File: src/rtl/dual_input_conditioner_pkg.sv
// Shared types and defaults for the two-channel switch debouncer.
package dual_input_conditioner_pkg;

  typedef enum logic [1:0] {
    IDLE_LOW  = 2'b00,
    WAIT_HIGH = 2'b01,
    IDLE_HIGH = 2'b10,
    WAIT_LOW  = 2'b11
  } db_state_t;

  localparam int unsigned DEF_STABLE_COUNT = 50000;
  localparam int unsigned DEF_CNT_W        = 16;

  // Debounced level implied by a state: high while settled high or qualifying a fall.
  function automatic logic level_of(input db_state_t s);
    return (s == IDLE_HIGH) || (s == WAIT_LOW);
  endfunction

endpackage

File: src/rtl/debounce_ch.sv
// One debounce channel: 2-flop synchronizer, qualification FSM with stability
// counter, registered level and rising-edge strobe.
module debounce_ch
  import dual_input_conditioner_pkg::*;
#(
  parameter int unsigned STABLE_COUNT = DEF_STABLE_COUNT,
  parameter int unsigned CNT_W        = DEF_CNT_W
) (
  input  logic clk,
  input  logic reset,
  input  logic raw,
  output logic level,
  output logic pulse
);

  localparam logic [CNT_W-1:0] CNT_MAX = CNT_W'(STABLE_COUNT - 1);

  logic             sync1;
  logic             sync2;
  db_state_t        state;
  db_state_t        state_next;
  logic [CNT_W-1:0] cnt;
  logic [CNT_W-1:0] cnt_next;
  logic             level_next;
  logic             pulse_next;

  // Metastability guard for the asynchronous switch input.
  always_ff @(posedge clk) begin
    if (!reset) begin
      sync1 <= 1'b0;
      sync2 <= 1'b0;
    end else begin
      sync1 <= raw;
      sync2 <= sync1;
    end
  end

  always_ff @(posedge clk) begin
    if (!reset) begin
      state <= IDLE_LOW;
      cnt   <= '0;
      level <= 1'b0;
      pulse <= 1'b0;
    end else begin
      state <= state_next;
      cnt   <= cnt_next;
      level <= level_next;
      pulse <= pulse_next;
    end
  end

  always_comb begin
    state_next = state;
    cnt_next   = cnt;
    level_next = 1'b0;
    pulse_next = 1'b0;

    case (state)
      IDLE_LOW: begin
        if (sync2) begin
          state_next = WAIT_HIGH;
          cnt_next   = '0;
        end
      end
      WAIT_HIGH: begin
        if (!sync2) begin
          state_next = IDLE_LOW;
          cnt_next   = '0;
        end else if (cnt == CNT_MAX) begin
          state_next = IDLE_HIGH;
          cnt_next   = '0;
        end else begin
          cnt_next = cnt + CNT_W'(1);
        end
      end
      IDLE_HIGH: begin
        if (!sync2) begin
          state_next = WAIT_LOW;
          cnt_next   = '0;
        end
      end
      WAIT_LOW: begin
        if (sync2) begin
          state_next = IDLE_HIGH;
          cnt_next   = '0;
        end else if (cnt == CNT_MAX) begin
          state_next = IDLE_LOW;
          cnt_next   = '0;
        end else begin
          cnt_next = cnt + CNT_W'(1);
        end
      end
      default: begin
        state_next = IDLE_LOW;
        cnt_next   = '0;
      end
    endcase

    // Level is decoded from the next state so it lands on the same edge as the state.
    level_next = level_of(state_next);
    pulse_next = level_next & ~level;
  end

endmodule

File: src/rtl/dual_input_conditioner.sv
// Two independent debounced switch inputs feeding the downstream XOR stage.
module dual_input_conditioner
  import dual_input_conditioner_pkg::*;
#(
  parameter int unsigned STABLE_COUNT = DEF_STABLE_COUNT,
  parameter int unsigned CNT_W        = DEF_CNT_W
) (
  input  logic clk,
  input  logic reset,
  input  logic a_raw,
  input  logic b_raw,
  output logic A,
  output logic B,
  output logic A_pulse,
  output logic B_pulse
);

  debounce_ch #(
    .STABLE_COUNT(STABLE_COUNT),
    .CNT_W       (CNT_W)
  ) u_a (
    .clk  (clk),
    .reset(reset),
    .raw  (a_raw),
    .level(A),
    .pulse(A_pulse)
  );

  debounce_ch #(
    .STABLE_COUNT(STABLE_COUNT),
    .CNT_W       (CNT_W)
  ) u_b (
    .clk  (clk),
    .reset(reset),
    .raw  (b_raw),
    .level(B),
    .pulse(B_pulse)
  );

endmodule
File: config.mk
export PLATFORM = sky130hd
export DESIGN_NAME = dual_input_conditioner
export DESIGN_NICKNAME = d
export VERILOG_FILES = /design/src/rtl/dual_input_conditioner_pkg.sv /design/src/rtl/debounce_ch.sv /design/src/rtl/dual_input_conditioner.sv
export SDC_FILE = /design/constraint.sdc
export NUM_CORES = 1
export LEC_CHECK = 0
export ABC_AREA = 1
export ABC_CLOCK_PERIOD_IN_PS = 1630
export CAP_MARGIN = 10
export CORE_MARGIN = 4
export CORE_UTILIZATION = 57
export CTS_CLUSTER_SIZE = 8
export DETAILED_ROUTE_END_ITERATION = 10
export PLACE_DENSITY = 0.78
export SYNTH_ARGS = -nofsm -noshare
export SYNTH_HDL_FRONTEND = slang
export SYNTH_SLANG_ARGS = --single-unit
File: constraint.sdc
create_clock -name clk -period 1.63 [get_ports clk]
set_input_delay 0.489 -clock clk [delete_from_list [all_inputs] [get_ports clk]]
set_output_delay 0.489 -clock clk [all_outputs]
set_load 0.005 [all_outputs]
==> out/results.ini, run 1 <==
[placed_design]
placedCellCount=389
hpwlAfterDp_mm=3.55
gp_congestion=0.925
portBuffers=7
placed_area_sq_um=2410

[sta]
setup_viol=0
rsz0062_at_grt=false
fin_worst_skew_ns=0.0113
slew-limit-headroom_pct=78.8
hold_ws_ns=0.405
post-route-min-period_ns=1.60
fmax_mhz=626
worst_slew_pin_slew_ns=0.318
fin_crit_sh_pct=98.0
maxSlewViolCount=0
hold_violations=0

[detailed_routing]
via_per_inst=5.27
ant_nets=0
drc=0
wl_per_cell_um=11.8
firstDrtPassIters=5
first_iter_violations=140
wl_mm=4.68
num_vias=2098

[power_and_ir_drop]
total_power_mw=2.00
power.internal_mw=1.57
combPwrFrac_pct=4.1
power.switching_mw=0.433
cellLeakagePower_nw=1.10
sw_frac_of_total_pct=21.7
pwr_density_cell_nw_per_um2=786
p_clk_share_pct=41.7
irDropWorstVdd_v=0.000755
seqPwrFrac_pct=54.2

[critical_path]
cp-start-kind=flip-flop
criticalPathCategory=flip-flop to primary output
arrival_ns=1.11
crit_path_end_kind=primary output
cp.required_ns=1.14
timing.critical_path.buf_inv=1
crit_path_top_delay_cell=clkdlybuf4s50_1
critPathMaxStageDelay_ns=0.50
cp_cell_sequence=clkdlybuf4s50_1
crit_family=buffers and inverters
cp_max_fo=1

[layout]
nets=355
diodes=0
fin_util_pct=67.9
area_growth_pct=13.3
fillerInstances=337
fin_cells=398
finalInstanceArea_sq_um=2540
drive_above_1_share_pct=13.7

[synth]
synth_top_family_by_area=simple AND/OR/NAND/NOR gates
synthXorXnorAreaFrac_pct=4.24
ys_ff_latch=44
synthTopCellsByArea=dfxtp_1 (39%), nand2_1 (12%), nand3_1 (8.0%)
synth.top_cell.area_share_pct=39.2
syn_nets=335
synth_compound_area_share_pct=7.25
synth_top_cell_by_area=dfxtp_1
syn_avg_cell_area_sq_um=6.82
synth_warnings=0
synthAdderAreaFrac_pct=1.11
ys_seq_area_share_pct=39.2
synthMuxAreaShare_pct=0
yosys.area_share.simple_pct=38.2
ys_types=28
synth_area_sq_um=2240
syn_inst=329

[clock_tree]
root_buffer=clkbuf_8
clk_pin_slew_ns=0.08
clkSinkCount=44
insertion_delay_ns=0.30
tritoncts=done
cts_buffer_depth=2
cts_inserted_buffers=5
h-tree-depth=2

[die]
die_w_um=70.8
core_area_sq_um=3740
dieArea_sq_um=5010
fp.dieH_um=70.8
initial_core_util_pct=60.0
pin_count=8
num_rows=22

[grt]
grt.overflow.total=0
grt.total_usage_pct=20.1
grt_max_degree=14
first_global_vias=1924
antenna_found_initial=0
grt_pass1_wl_mm=8.26

[outcome]
status=completed

[flow_run]
cap_viol_max_count=0

[hold_path]
hold_class=flip-flop to flip-flop

[power by group through the flow]
| stage | Combinational (mW) | Sequential [mW] | Clock [mW] |
|---|---|---|---|
| CTS | 0.0815 | 1.08 | 0.852 |
| global route | 0.0914 | 1.08 | 0.891 |
| detailed placement | 0.0812 | 1.11 | 0 |
| global placement | 0.0800 | 1.11 | 0 |
| finish | 0.0811 | 1.08 | 0.834 |
| floorplan | 0.0531 | 1.11 | 0 |
[cell families after synthesis]
| logic type | Yosys count |
|---|---|
| adder cells (fa/ha/maj) | 2 |
| XOR/XNOR | 10 |
| flip-flops | 44 |
| buffers and inverters | 55 |
| AO/OA/AOI/OAI | 29 |
| AND/OR/NAND/NOR | 189 |
[cell type report]
class                      count  area, sq um  share of cell area, %
timing repair buffer          17          153                   6.00
clock buffer                   6         72.6                   2.85
multi-input combinational    230         1150                   45.1
clock inverter                 2         35.0                   1.38
sequential                    44          883                   34.7
inverter                      51          191                   7.53
tap                           48         60.1                   2.36
[sequential cells by signal (all words and copies together) (netlist names), 2 cells and up]
name and cells:
u_a.cnt 16, u_b.cnt 16, u_a.state 2, u_b.state 2
[placed cells by master, fill, tap and decap left out, drive strengths merged]
cell type	count
nand2	81
nor2	53
inv	50
dfxtp	44
nand3	37
a21oi	19
buf	10
nand4	9
nor3	8
xor2	7
o21ai	6
clkbuf	6
clkdlybuf4s50	4
dlymetal6s2s	3
xnor2	3
ha	2
clkinv	2
a21o	2
o22ai	1
nand3b	1
o21bai	1
bufinv	1
[path summary, 6_finish.rpt]
check / cells after the start / slack [ns] / startpoint / to
worst min-delay path: 1 / 0.41 / u_b.level / u_b.pulse
worst max-delay path: 1 / 0.03 / u_b.pulse / B_pulse
worst min register to register: 1 / 0.41 / u_b.level / u_b.pulse
worst max register to register: 10 / 0.16 / u_b.cnt[9] / u_b.cnt[9]
[Yosys cell counts]
cell type,instances
inv_2,4
buf_2,2
a21oi_2,2
nor2_1,47
ha_1,2
nor2_4,1
o21ai_0,6
xnor2_2,1
buf_6,2
o22ai_1,1
xnor2_1,2
inv_1,46
nand3_2,1
o21bai_1,1
nor2_2,5
a21o_2,1
nand2_2,8
clkinv_1,1
dfxtp_1,44
xor2_1,7
a21o_1,1
nand2_1,73
nor3_1,4
a21oi_1,17
nand4_1,9
nand3_1,36
nor3_2,4
nand3b_1,1
[metrics by stage]
stage          setup TNS (ns)  setup WS [ns]
6_report                    0         0.0324
5_1_grt                     0       0.000592
4_1_cts                     0        0.00620
3_5_place_dp         -0.00303       -0.00303
3_3_place_gp                0         0.0226
2_1_floorplan               0          0.326
[what timing repair did]
item                                    CTS  global route
resized for setup                         2             6
hold buffers                              0             0
setup buffers                             0             1
cloned                                    0             0
endpoints found under the setup margin    2            16
pin swaps                                 0             1
hold endpoints to repair                  0             0
[per-layer routing]
metal  GRT usage, %  wire, um  up-vias
met5              0         0        -
met4           7.52        81        0
met3           5.68       277       10
met2           29.8      2040       47
met1           27.7      2280      961
li1               -         -     1080
Note: power is estimated with default switching activity, not from simulation.
==> run 2: changes to the inputs <==
- SETUP_SLACK_MARGIN: unset -> 0.15
==> run 2 against run 1 <==
Effect of this change:
- clock skew increased by 0.0028 ns
- clock power shrank 1%
- sequential power about the same
- combinational power grew 10%
- power hardly changed
- non-clock buffer count increased by 6
- first-iteration DRC count up 14%
- cell count is 1.5% higher
- critical path type is now flip-flop to flip-flop
- largest cell class unchanged
==> out/results.ini, run 2 (synthesis gave the netlist of run 1 again) <==
[critical_path]
crit_path_end_kind=flip-flop
criticalPathCategory=flip-flop to flip-flop
arrival_ns=1.66
cp-start-kind=flip-flop
reg2reg_slack_ns=0.15
cp_max_fo=5
cp.required_ns=1.80

[die]
core_area_sq_um=3740
num_rows=22
dieArea_sq_um=5010
fp.dieH_um=70.8
die_w_um=70.8
pin_count=8
initial_core_util_pct=60.0

[layout]
multi_input_area_sq_um=1200
fillerInstances=313
final_common_cell=nand2_1
mostFrequentLayoutCells=nand2_1 (68), nor2_1 (45), inv_1 (45)
fin_util_pct=70.9
seqCellArea_sq_um=896
diodes=0
reg_top3=u_a.cnt (16), u_b.cnt (16)
nets=361
drive_above_1_share_pct=20.8
area_growth_pct=18.2

[clock_tree]
clkSinkCount=44
h-tree-depth=2
cts_inserted_buffers=5
tritoncts=done
cts_buffer_depth=2
insertion_delay_ns=0.30
clk_pin_slew_ns=0.07
root_buffer=clkbuf_8

[sta]
hold_ws_ns=0.404
rsz0062_at_grt=true
hold_violations=0
fmax_mhz=674
setup_viol=0
slew-limit-headroom_pct=80.9
maxSlewViolCount=0
fin_worst_skew_ns=0.0141
post-route-min-period_ns=1.48
fin_crit_sh_pct=91.1
worst_slew_pin_slew_ns=0.284

[grt]
grt.overflow.total=0
grt_max_degree=14
antenna_found_initial=0
grt_pass1_wl_mm=8.26
first_global_vias=1930
grt.total_usage_pct=20.1

[detailed_routing]
first_iter_violations=160
wl_per_cell_um=12.5
wl_mm=5.04
ant_nets=0
drc=0
firstDrtPassIters=4
num_vias=2174
via_per_inst=5.38

[placed_design]
portBuffers=7
hpwlAfterDp_mm=3.55
gp_congestion=0.925

[power_and_ir_drop]
cellLeakagePower_nw=1.10
irDropWorstVdd_v=0.000765
pwr_density_cell_nw_per_um2=753

[hold_path]
hold_class=flip-flop to flip-flop

[flow_run]
cap_viol_max_count=0

[outcome]
status=completed

-- run 2: cell types whose count changed in the layout (fill, tap and decap cells not counted), moves of 2 or more --
cell and change:
buf_4 +4, buf_6 +2, dfxtp_1 -10, dfxtp_2 +10, dlygate4sd2_1 +4, dlymetal6s2s_1 -3
nand2_1 -5, nand2_2 +5, nand3_1 -2, nand3_4 +2, nor2_4 +2
-- run 2: power by group --
group | internal, mW | switching (mW)
Sequential | 1.08 | 0.00351
Combinational | 0.0344 | 0.0551
Clock | 0.455 | 0.370
-- run 2: cell type report --
class / instances / share of cell area, %
multi-input combinational: 230 / 45.4
tap: 48 / 2.26
inverter: 51 / 7.31
clock inverter: 2 / 1.32
sequential: 44 / 33.8
clock buffer: 6 / 2.73
timing repair buffer: 23 / 7.26
-- run 2: layer usage --
metal  GRT usage, %  vias up  share of wire (%)
met4           7.52        0                1.8
li1               -     1096                  -
met1           27.6     1015                 47
met3           5.68       11                5.3
met2           29.9       52                 46
met5              0        -                  0
-- run 2: path summary, 6_finish.rpt --
| kind | start | end | depth (start not counted) |
|---|---|---|---|
| worst max-delay path | u_b.cnt[1] | u_b.cnt[9] | 9 |
| worst min-delay path | u_b.level | u_b.pulse | 1 |
| worst max register to register | u_b.cnt[1] | u_b.cnt[9] | 9 |
| worst min register to register | u_b.level | u_b.pulse | 1 |
-- run 2: repair_timing --
item	in CTS	in global routing
gates cloned	0	0
setup buffers	1	6
resized for setup	8	28
setup endpoints to repair	14	26
pin swaps	1	7
hold buffers	0	0
-- run 2: worst max-delay path: stages, from the launching register on --
cell and delay, ns:
dfxtp_2 0.36, ha_2 0.22, nand3_4 0.10, nor2_4 0.15, nand2_2 0.08, nand2_2 0.10, nand2_1 0.07, nand2_2 0.09
buf_6 0.12, o21ai_0 0.07
-- run 2: metrics by stage --
step	instance area (sq um)	cells	power (mW)	worst slack [ns]	TNS [ns]
global route	2650	404	2.07	0.0650	0
CTS	2530	398	2.02	0.161	0
finish	2650	404	2.00	0.146	0
global placement	2410	389	1.19	0.0226	0
floorplan	2240	329	1.16	0.326	0
detailed placement	2410	389	1.19	-0.00303	-0.00303
